===== config.mk =====
export PLATFORM = sky130hd
export DESIGN_NAME = vend_controller
export DESIGN_NICKNAME = d
export VERILOG_FILES = /design/src/rtl/vend_pkg.sv /design/src/rtl/vend_coin_accum.sv /design/src/rtl/vend_controller.sv
export SDC_FILE = /design/constraint.sdc
export NUM_CORES = 1
export LEC_CHECK = 0
export BUFFER_PORTS_ARGS = -buffer_cell sky130_fd_sc_hd__buf_2
export CAP_MARGIN = 30
export CORE_MARGIN = 2
export CORE_UTILIZATION = 48
export DETAILED_ROUTE_END_ITERATION = 8
export PLACE_DENSITY_LB_ADDON = 0.05
export REMOVE_ABC_BUFFERS = 1
export SYNTH_ARGS = -nofsm -noshare
export SYNTH_HDL_FRONTEND = slang
export SYNTH_SLANG_ARGS = --single-unit

===== constraint.sdc =====
create_clock -name sys_clk -period 4.6 [get_ports sys_clk]
set_clock_uncertainty 0.2 [all_clocks]
set_input_delay 0.92 -clock sys_clk [delete_from_list [all_inputs] [get_ports sys_clk]]
set_output_delay 0.92 -clock sys_clk [all_outputs]
set_load 0.005 [all_outputs]

===== src/rtl/vend_pkg.sv =====
// Shared types and constants for the vending machine controller: state codes,
// coin values, default prices and the money datapath width.
package vend_pkg;

   localparam int MONEY_W    = 8;
   localparam int COIN_SUM_W = 7;

   typedef enum logic [1:0] {
      ST_IDLE   = 2'd0,
      ST_SELECT = 2'd1,
      ST_PAY    = 2'd2,
      ST_DONE   = 2'd3
   } state_t;

   localparam logic [COIN_SUM_W-1:0] COIN_ONE    = 7'd1;
   localparam logic [COIN_SUM_W-1:0] COIN_FIVE   = 7'd5;
   localparam logic [COIN_SUM_W-1:0] COIN_TEN    = 7'd10;
   localparam logic [COIN_SUM_W-1:0] COIN_TWENTY = 7'd20;
   localparam logic [COIN_SUM_W-1:0] COIN_FIFTY  = 7'd50;

   localparam logic [MONEY_W-1:0] PRICE0_DEF    = 8'd3;
   localparam logic [MONEY_W-1:0] PRICE1_DEF    = 8'd5;
   localparam logic [MONEY_W-1:0] PRICE2_DEF    = 8'd8;
   localparam logic [MONEY_W-1:0] PRICE3_DEF    = 8'd12;
   localparam logic [MONEY_W-1:0] MAX_INPUT_DEF = 8'd99;

   // Worst case 1+5+10+20+50 = 86, so 7 bits never overflow.
   function automatic logic [COIN_SUM_W-1:0] coin_sum(
      input logic one,
      input logic five,
      input logic ten,
      input logic twenty,
      input logic fifty
   );
      coin_sum = (one    ? COIN_ONE    : '0) +
                 (five   ? COIN_FIVE   : '0) +
                 (ten    ? COIN_TEN    : '0) +
                 (twenty ? COIN_TWENTY : '0) +
                 (fifty  ? COIN_FIFTY  : '0);
   endfunction

endpackage


===== src/rtl/vend_coin_accum.sv =====
// Inserted-money accumulator: sums this cycle's coin pulses, adds them when the
// total stays within the display limit, otherwise refuses the whole batch.
module vend_coin_accum
   import vend_pkg::*;
#(
   parameter logic [MONEY_W-1:0] MAX_INPUT = MAX_INPUT_DEF
) (
   input  logic               sys_clk,
   input  logic               sys_rst_n,
   input  logic               clear,
   input  logic               enable,
   input  logic               refuse,
   input  logic               in_money_one,
   input  logic               in_money_five,
   input  logic               in_money_ten,
   input  logic               in_money_twenty,
   input  logic               in_money_fifty,
   output logic [MONEY_W-1:0] input_money,
   output logic               coin_reject
);

   logic [COIN_SUM_W-1:0] sum;
   logic [MONEY_W:0]      total;
   logic                  over;

   assign sum   = coin_sum(in_money_one, in_money_five, in_money_ten,
                           in_money_twenty, in_money_fifty);
   assign total = {1'b0, input_money} + {2'b00, sum};
   assign over  = (total > {1'b0, MAX_INPUT});

   // refuse rejects any non-empty batch; enable alone only rejects on overflow
   always_ff @(posedge sys_clk or negedge sys_rst_n) begin
      if (!sys_rst_n) begin
         input_money <= '0;
         coin_reject <= 1'b0;
      end else begin
         coin_reject <= (sum != '0) && (refuse || (enable && over));
         if (clear)
            input_money <= '0;
         else if (enable && !refuse && !over)
            input_money <= total[MONEY_W-1:0];
      end
   end

endmodule


===== src/rtl/vend_controller.sv =====
// Vending machine sequencing FSM: selection, payment, change/refund and result hold.
// Build option AUTO_CHANGE_EN: leave PAY automatically once enough money is inserted.
//
// state  | meaning
// IDLE   | waiting for a goods key, all amounts zero
// SELECT | cycling through goods, waiting for confirm or cancel
// PAY    | accepting coins against the frozen selection
// DONE   | holding change/refund result for display, then back to IDLE
module vend_controller
   import vend_pkg::*;
#(
   parameter logic [MONEY_W-1:0] PRICE0      = PRICE0_DEF,
   parameter logic [MONEY_W-1:0] PRICE1      = PRICE1_DEF,
   parameter logic [MONEY_W-1:0] PRICE2      = PRICE2_DEF,
   parameter logic [MONEY_W-1:0] PRICE3      = PRICE3_DEF,
   parameter logic [MONEY_W-1:0] MAX_INPUT   = MAX_INPUT_DEF,
   parameter int unsigned        HOLD_CYCLES = 100_000_000
) (
   input  logic               sys_clk,
   input  logic               sys_rst_n,
   input  logic               sys_Goods,
   input  logic               sys_Confirm,
   input  logic               sys_Change,
   input  logic               sys_Cancel,
   input  logic               in_money_one,
   input  logic               in_money_five,
   input  logic               in_money_ten,
   input  logic               in_money_twenty,
   input  logic               in_money_fifty,
   output logic [1:0]         goods_idx,
   output logic [MONEY_W-1:0] need_money,
   output logic [MONEY_W-1:0] input_money,
   output logic [MONEY_W-1:0] change_money,
   output logic [2:0]         state_o,
   output logic               vend_pulse,
   output logic               refund_flag,
   output logic               coin_reject
);

   localparam int HOLD_W = $clog2(HOLD_CYCLES + 1);
   localparam logic [HOLD_W-1:0] HOLD_LOAD = HOLD_W'(HOLD_CYCLES - 1);

   function automatic logic [MONEY_W-1:0] price_of(input logic [1:0] idx);
      case (idx)
         2'd0:    price_of = PRICE0;
         2'd1:    price_of = PRICE1;
         2'd2:    price_of = PRICE2;
         default: price_of = PRICE3;
      endcase
   endfunction

   state_t             state, state_nxt;
   logic [1:0]         idx_nxt;
   logic [MONEY_W-1:0] need_nxt, change_nxt;
   logic               vend_nxt, refund_nxt;
   logic [HOLD_W-1:0]  hold_cnt, hold_nxt;
   logic               pay_ok, go_change;
   logic               acc_clear, acc_enable, acc_refuse;

   always_ff @(posedge sys_clk or negedge sys_rst_n) begin
      if (!sys_rst_n) begin
         state        <= ST_IDLE;
         goods_idx    <= '0;
         need_money   <= '0;
         change_money <= '0;
         vend_pulse   <= 1'b0;
         refund_flag  <= 1'b0;
         hold_cnt     <= '0;
      end else begin
         state        <= state_nxt;
         goods_idx    <= idx_nxt;
         need_money   <= need_nxt;
         change_money <= change_nxt;
         vend_pulse   <= vend_nxt;
         refund_flag  <= refund_nxt;
         hold_cnt     <= hold_nxt;
      end
   end

   always_comb begin
      state_nxt  = state;
      idx_nxt    = goods_idx;
      need_nxt   = need_money;
      change_nxt = change_money;
      vend_nxt   = 1'b0;
      refund_nxt = refund_flag;
      hold_nxt   = hold_cnt;
      acc_enable = 1'b0;
      acc_refuse = 1'b0;
      pay_ok     = (input_money >= need_money);
`ifdef AUTO_CHANGE_EN
      go_change  = pay_ok;
`else
      go_change  = pay_ok && sys_Change;
`endif

      case (state)
         ST_IDLE: begin
            if (sys_Goods) begin
               state_nxt = ST_SELECT;
               idx_nxt   = 2'd0;
               need_nxt  = PRICE0;
            end
         end
         ST_SELECT: begin
            if (sys_Cancel) begin
               state_nxt = ST_IDLE;
               idx_nxt   = 2'd0;
               need_nxt  = '0;
            end else if (sys_Confirm) begin
               state_nxt = ST_PAY;
            end else if (sys_Goods) begin
               idx_nxt   = goods_idx + 2'd1;
               need_nxt  = price_of(goods_idx + 2'd1);
            end
         end
         ST_PAY: begin
            // any key press in the same cycle takes the coins' slot
            acc_enable = 1'b1;
            acc_refuse = sys_Cancel || sys_Change || go_change;
            if (sys_Cancel) begin
               state_nxt  = ST_DONE;
               change_nxt = input_money;
               refund_nxt = 1'b1;
               hold_nxt   = HOLD_LOAD;
            end else if (go_change) begin
               state_nxt  = ST_DONE;
               change_nxt = input_money - need_money;
               vend_nxt   = 1'b1;
               refund_nxt = 1'b0;
               hold_nxt   = HOLD_LOAD;
            end
         end
         ST_DONE: begin
            acc_refuse = 1'b1;
            if (hold_cnt == '0) begin
               state_nxt  = ST_IDLE;
               idx_nxt    = 2'd0;
               need_nxt   = '0;
               change_nxt = '0;
               refund_nxt = 1'b0;
            end else begin
               hold_nxt   = hold_cnt - HOLD_W'(1);
            end
         end
         default: begin
            state_nxt  = ST_IDLE;
            idx_nxt    = 2'd0;
            need_nxt   = '0;
            change_nxt = '0;
            refund_nxt = 1'b0;
            hold_nxt   = '0;
         end
      endcase

      acc_clear = (state_nxt == ST_IDLE);
   end

   assign state_o = {1'b0, state};

   vend_coin_accum #(
      .MAX_INPUT (MAX_INPUT)
   ) u_coin_accum (
      .sys_clk         (sys_clk),
      .sys_rst_n       (sys_rst_n),
      .clear           (acc_clear),
      .enable          (acc_enable),
      .refuse          (acc_refuse),
      .in_money_one    (in_money_one),
      .in_money_five   (in_money_five),
      .in_money_ten    (in_money_ten),
      .in_money_twenty (in_money_twenty),
      .in_money_fifty  (in_money_fifty),
      .input_money     (input_money),
      .coin_reject     (coin_reject)
   );

endmodule


* Word-level counts from Yosys, hierarchy flattened
Index checks and enable logic that the tools add are counted.
Operators by class: order comparisons 2, $add $sub $neg 8, mux-type cells 43, eq/ne operators 11, reductions and logical operators 21
Operators by type and width (count):
- $mux W27 | 3
- $mux W8 | 9
- $pmux W27 S2 | 1
- $add A7 B7 Y7 | 4
- $logic_not A27 Y1 | 1
- $sub A27 B1 Y27 const B | 1
- $pmux W8 S3 | 1
- $mux W2 | 11
- $pmux W8 S2 | 1
- $pmux W4 S3 | 1
- $add A8 B7 Y9 | 1
- $gt A9 B7 Y1 const B | 1
- $ne A3 B3 Y1 const B | 3
- $ge A8 B8 Y1 | 1
- $mux W1 | 8
- $pmux W2 S4 | 1
- $sub A8 B8 Y8 | 1
- $reduce_bool A7 Y1 | 1
- $eq A2 B2 Y1 const B | 3
- $logic_not A2 Y1 | 3
- $mux W6 | 1
- $ne A2 B2 Y1 const B | 3
- $pmux W2 S3 | 1
- $reduce_and A3 Y1 | 2
- other kinds (12) | 22
Word-level totals: bits in registers 58, bits of input ports 11

* Logic depth before layout (Yosys ltp)
word-level depth 11, mapped depth 13, depth with buffers taken out 12

* Hierarchy
Synthesis repeated with hierarchy kept, for this count alone.
Second synthesis, totals: cells, all modules 387, area total of the unflattened synthesis 3623.5 µm²
Modules (own cells, without submodules):
- vend_controller | area each 2622.5 µm², times used 1, cells an instance 282
- vend_coin_accum | area each 1001.0 µm², times used 1, cells an instance 105

* Least setup slack after synthesis
No wires, ideal clock.
path kind input -> register, from in in_money_one, to reg u_coin_accum.input_money[0], stages on the path 12, data required time 4320 ps, arrival time 3857 ps, path buffers 1, slack 463 ps, library setup time 80 ps, path through ha_1 fa_1 a21oi_1 nor2b_1 xnor2_1 ha_1 clkbuf_1 nand2_1 o31ai_1 a211oi_1 a211oi_2 mux2i_1
Between the ends: cells in the longest elaborated chain, start to end 10, elaborated cells between the ends (all ways) 12, those cells by class add/sub: 5; order compare: 1; mux: 3; reduce/logical: 3
RTL lines:
- start, declared | line vend_controller.sv:25 | input logic in_money_one,
- $mux W1 * | line vend_pkg.sv:35 | coin_sum = (one ? COIN_ONE : '0) +
- $add A7 B7 Y7 * | line vend_pkg.sv:35
- $add A7 B7 Y7 * | line vend_pkg.sv:36 | (five ? COIN_FIVE : '0) +
- $add A7 B7 Y7 * | line vend_pkg.sv:37 | (ten ? COIN_TEN : '0) +
- $add A7 B7 Y7 * | line vend_pkg.sv:38 | (twenty ? COIN_TWENTY : '0) +
- $add A8 B7 Y9 * | line vend_coin_accum.sv:28 | assign total = {1'b0, input_money} + {2'b00, sum};
- $gt A9 B7 Y1 | line vend_coin_accum.sv:29 | assign over = (total > {1'b0, MAX_INPUT});
- $logic_not A1 Y1 | line vend_coin_accum.sv:40 | else if (enable && !refuse && !over)
- $logic_and A1 B1 Y1 | line vend_coin_accum.sv:40
- $reduce_bool A2 Y1 (no source line)
- end signal, assigned | line vend_coin_accum.sv:41 | input_money <= total[MONEY_W-1:0];
- end, declared | line vend_coin_accum.sv:18 | output logic [MONEY_W-1:0] input_money,
Every way passes the cells marked *; elsewhere a longest branch is shown, timed or not. The select of a mux whose other input is x is not followed. A chain may end at the register's enable or synchronous reset.

* Worst setup path after layout
from in in_money_one, to reg u_coin_accum.input_money[6]
Same word-level chain as after synthesis.

==> tab_implementation.tex <==
\begin{tabular}{lr}
\hline
Metric & Value \\
\hline
\multicolumn{2}{l}{\textbf{Run status}} \\
\quad Result of the run & completed \\
\multicolumn{2}{l}{\textbf{Critical path}} \\
\quad CP Capture Type & register \\
\quad Largest driver fanout on the critical path & 8 \\
\quad Startpoint of the worst-slack reg-to-reg timing path & hold\_cnt[9] \\
\quad Data required time at the worst endpoint & $\sim$4.6 ns \\
\quad Worst r2r dst & need\_money[1] \\
\quad Slack of the worst reg-to-reg path & 1.35 ns \\
\quad Worst Setup Path Type & in -> reg \\
\quad Worst-case reg-to-reg path depth & 6 \\
\quad Arrival time at the worst endpoint & around 4 ns \\
\quad Category of the worst setup path launch point & input pin \\
\multicolumn{2}{l}{\textbf{STA}} \\
\quad Unrepaired setup endpoints after global routing & false \\
\quad Endpoints failing hold & 0 \\
\quad Final number of setup-violating endpoints & 0 \\
\quad Final WS setup & 0.716 ns \\
\quad Setup TNS after final layout & 0 ns \\
\quad Portion of the clock cycle consumed by the worst path in the final layout & 0.844 \\
\quad Transition at the pin with the smallest max-transition slack & between 0.8 and 0.9 ns \\
\quad Pins over their slew limit & 0 \\
\quad Max frequency & $\sim$0.26 GHz \\
\quad Tightest slew margin relative to the limit & 0.454 \\
\quad Post-layout min period & 3.88 ns \\
\multicolumn{2}{l}{\textbf{Power}} \\
\quad Leakage & between 1.5 and 2 nW \\
\quad Fraction of power consumed by sequential logic & 0.355 \\
\quad Net Sw Power & 0.785 mW \\
\quad Sw Ratio & 0.401 \\
\quad Total Power Consumption & 1.96 mW \\
\quad Total power divided by cell area & 516 nW/µm² \\
\quad Combinational Power Share & 0.476 \\
\quad Maximum VDD drop & roughly 330 µV \\
\quad Clk pwr share & 0.169 \\
\quad Internal power consumption & 1.17 mW \\
\multicolumn{2}{l}{\textbf{Yosys}} \\
\quad Main flop type after synthesis & sky130\_fd\_sc\_hd\_\_dfrtp\_1 \\
\quad Top area cells in the synthesized netlist & sky130\_fd\_sc\_hd\_\_dfrtp\_1 39\%, sky130\_fd\_sc\_hd\_\_ha\_1 7.3\%, sky130\_fd\_sc\_hd\_\_xnor2\_1 4.6\% \\
\quad Most area-hungry cell type in the Yosys netlist & sky130\_fd\_sc\_hd\_\_dfrtp\_1 \\
\quad Post-Syn Area per Cell & 9.52 µm² \\
\quad Post-Syn Area & around 3400 µm² \\
\quad Flip-flop and latch count after synthesis & 54 \\
\quad Number of warnings issued by yosys & 0 \\
\quad Fraction of synthesized cell area in xor and xnor cells & 0.0766 \\
\quad Cell variety after synth & a little over 50 \\
\quad Simple-gate share of the synthesized area & 0.217 \\
\quad Share of synthesized area occupied by flip-flops and latches & 0.394 \\
\quad Most frequent cell after synthesis & sky130\_fd\_sc\_hd\_\_dfrtp\_1 \\
\quad Most frequent cells after synthesis & 54 x sky130\_fd\_sc\_hd\_\_dfrtp\_1, 34 x sky130\_fd\_sc\_hd\_\_nand2\_1, 26 x sky130\_fd\_sc\_hd\_\_nor2\_1 \\
\quad Main combinational cell family by area after synthesis & simple AND/OR/NAND/NOR gates \\
\quad Multiplexer area fraction after synthesis & 0.0398 \\
\quad Compound-cell area share of the yosys netlist & 0.140 \\
\quad Cell count after synthesis & 360 \\
\quad Fraction of registers with async set/reset & 1.00 \\
\quad Area share of the largest cell type after synthesis & 0.394 \\
\quad Synth Area in Adders & 0.0905 \\
\quad EDFF count, synth & 0 \\
\multicolumn{2}{l}{\textbf{Cells and area}} \\
\quad Number of antenna cells inserted & 0 \\
\quad Area grow syn2layout & 10.7\% \\
\quad Net total in the final layout & 428 \\
\quad Fill cell total of the finished layout & 624 \\
\quad Share of final-layout standard cells stronger than drive strength 1 & 0.155 \\
\quad Final instance count without filler cells & 490 \\
\multicolumn{2}{l}{\textbf{Floorplanning}} \\
\quad Boundary Pins & 43 \\
\quad Cell Rows & 30 \\
\quad Die W & between 80 and 90 µm \\
\quad Die ar. & 7830 µm² \\
\quad Area of the core & 6870 µm² \\
\quad Initial Util & 0.499 \\
\quad Die outline height & around 90 µm \\
\multicolumn{2}{l}{\textbf{Place}} \\
\quad Routability congestion estimate from global placement & between 0.8 and 0.9 \\
\quad Post-placement setup slack & 0.386 ns \\
\quad Port Buffers & 37 \\
\quad Final HPWL from detailed placement & 5.62 mm \\
\quad Post-placement cell count & 483 \\
\multicolumn{2}{l}{\textbf{Routing}} \\
\quad Routed length per instance & 15.3 µm \\
\quad Count of vias placed by the detailed router & 2677 \\
\quad Vias per std cell & 5.46 \\
\quad Post-route DRC & 0 \\
\quad Detailed router's first-iteration violation count & between 100 and 150 \\
\quad First-pass detailed-route iteration total & 5 \\
\quad Remaining number of nets flagged by the antenna check after routing & 0 \\
\quad Total length of routed wires & around 7.5 mm \\
\multicolumn{2}{l}{\textbf{Global route}} \\
\quad Initial antenna violation count & 0 \\
\quad Maximum number of pins on one net before global-route repair & 30 \\
\quad Wire length of the first global-routing pass & $\sim$13 mm \\
\quad Number of global-route vias before repair & 2631 \\
\quad Overflow after GRT & 0 \\
\quad Overall global routing resource usage & 0.210 \\
\multicolumn{2}{l}{\textbf{Clock tree}} \\
\quad Clock transition time at the flip-flop clock pins of the worst setup and hold paths & 0.10 ns \\
\quad CTS max path bufs & 2 \\
\quad Number of cells upsized or downsized after cts & 0 \\
\quad Hold bufs inserted after CTS & 0 \\
\quad H-Tree Depth & 2 \\
\quad Clk\_lat worst skew & 0.31 ns \\
\quad Number of sinks handled by clock tree synthesis & 54 \\
\quad Clock tree from TritonCTS & built \\
\quad Root buffer cell & sky130\_fd\_sc\_hd\_\_clkbuf\_8 \\
\quad Clock buffers created by TritonCTS & 5 \\
\quad Post-CTS setup repair buffer count & 0 \\
\multicolumn{2}{l}{\textbf{Flow run}} \\
\quad Number of maximum-capacitance violations & 0 \\
\multicolumn{2}{l}{\textbf{Worst hold path}} \\
\quad Type of the worst min-delay path & reg -> reg \\
\quad Hold Crit Start & hold\_cnt[0] \\
\quad Cell depth of the worst hold path & 1 \\
\quad Destination of the worst hold path & hold\_cnt[0] \\
\hline
\end{tabular}
[state kept, by name (all words and copies together), names as in the netlist]
signal and cells:
refund_flag 1, hold_cnt 27, vend_pulse 1, need_money 4, change_money 8, state 2
goods_idx 2, u_coin_accum.coin_reject 1, u_coin_accum.input_money 8
[layer usage]
metal | global-route usage | vias to the layer above | part of all wire | wire (µm)
met5 | 0 | - | 0 | 0
met4 | 0.0661 | 0 | 0.017 | 126
met3 | 0.0271 | 7 | 0.024 | 182
met2 | 0.373 | 40 | 0.52 | 3920
met1 | 0.267 | 1293 | 0.44 | 3280
li1 | - | 1337 | - | -
[cell usage in the layout, fill, tap and decap left out, types with 14 or more instances in the layout]
cell type	Yosys	routed
sky130_fd_sc_hd__a21oi_1	21	21
sky130_fd_sc_hd__inv_1	14	14
sky130_fd_sc_hd__nor3_1	17	17
sky130_fd_sc_hd__nand2_1	34	34
sky130_fd_sc_hd__dfrtp_1	54	54
sky130_fd_sc_hd__ha_1	20	20
sky130_fd_sc_hd__xnor2_1	18	18
sky130_fd_sc_hd__nor2_1	26	26
sky130_fd_sc_hd__buf_2	1	37
[power by group through the flow]
stage                     registers, mW  logic (mW)  clock network, mW
after global placement            0.708       0.922                  0
after CTS                         0.698       0.946              0.337
after global routing              0.717        1.08              0.360
after detailed placement          0.706       0.941                  0
final                             0.696       0.932              0.332
after floorplan                   0.688       0.666                  0
[worst max path at each step]
| stage | start | to | slack (ns) | cells after the start |
|---|---|---|---|---|
| global route | in_money_one | u_coin_accum.input_money[6] | 0.48 | 13 |
| floorplan | in_money_one | u_coin_accum.input_money[0] | 0.57 | 11 |
| finish | in_money_one | u_coin_accum.input_money[6] | 0.72 | 13 |
| global placement | in_money_one | u_coin_accum.coin_reject | 0.53 | 12 |
| detailed placement | in_money_one | u_coin_accum.input_money[6] | 0.39 | 13 |
| CTS | in_money_one | u_coin_accum.input_money[6] | 0.70 | 13 |
[layout make-up]
class / instances / area [µm²] / area share
sequential: 54 / 1350 / 0.356
timing repair buffer: 40 / 208 / 0.0547
multi-input combinational: 279 / 1950 / 0.514
inverter: 14 / 52.6 / 0.0138
tap: 96 / 120 / 0.0316
clock inverter: 1 / 30.0 / 0.00791
clock buffer: 6 / 82.6 / 0.0218
[cell families after synthesis]
family / Yosys count
buf+inv: 31
xor+xnor: 30
compound gates: 72
other cells: 1
flops: 54
mux: 13
fa+ha+maj: 23
simple gates: 136
[metrics by stage]
step / cell area, µm² / hold slack, ns / util
3_3_place_gp: 3680 / 0.262 / 0.536
4_1_cts: 3800 / 0.282 / 0.553
5_1_grt: 3800 / 0.323 / 0.553
3_5_place_dp: 3680 / 0.270 / 0.536
6_report: 3800 / 0.280 / 0.553
2_1_floorplan: 3360 / 0.245 / -
[worst max-delay path, cell delays in order]
cell and delay (ns):
sky130_fd_sc_hd__buf_2 0.10, sky130_fd_sc_hd__ha_1 0.21, sky130_fd_sc_hd__fa_1 0.40, sky130_fd_sc_hd__a21oi_1 0.14
sky130_fd_sc_hd__nor2b_1 0.09, sky130_fd_sc_hd__xnor2_1 0.15, sky130_fd_sc_hd__ha_1 0.41, sky130_fd_sc_hd__nand2_1 0.07
sky130_fd_sc_hd__o31ai_1 0.52, sky130_fd_sc_hd__a211oi_1 0.21, sky130_fd_sc_hd__a211oi_2 0.24, sky130_fd_sc_hd__buf_4 0.21
sky130_fd_sc_hd__mux2i_1 0.22
(Power assumes the default switching activity.)
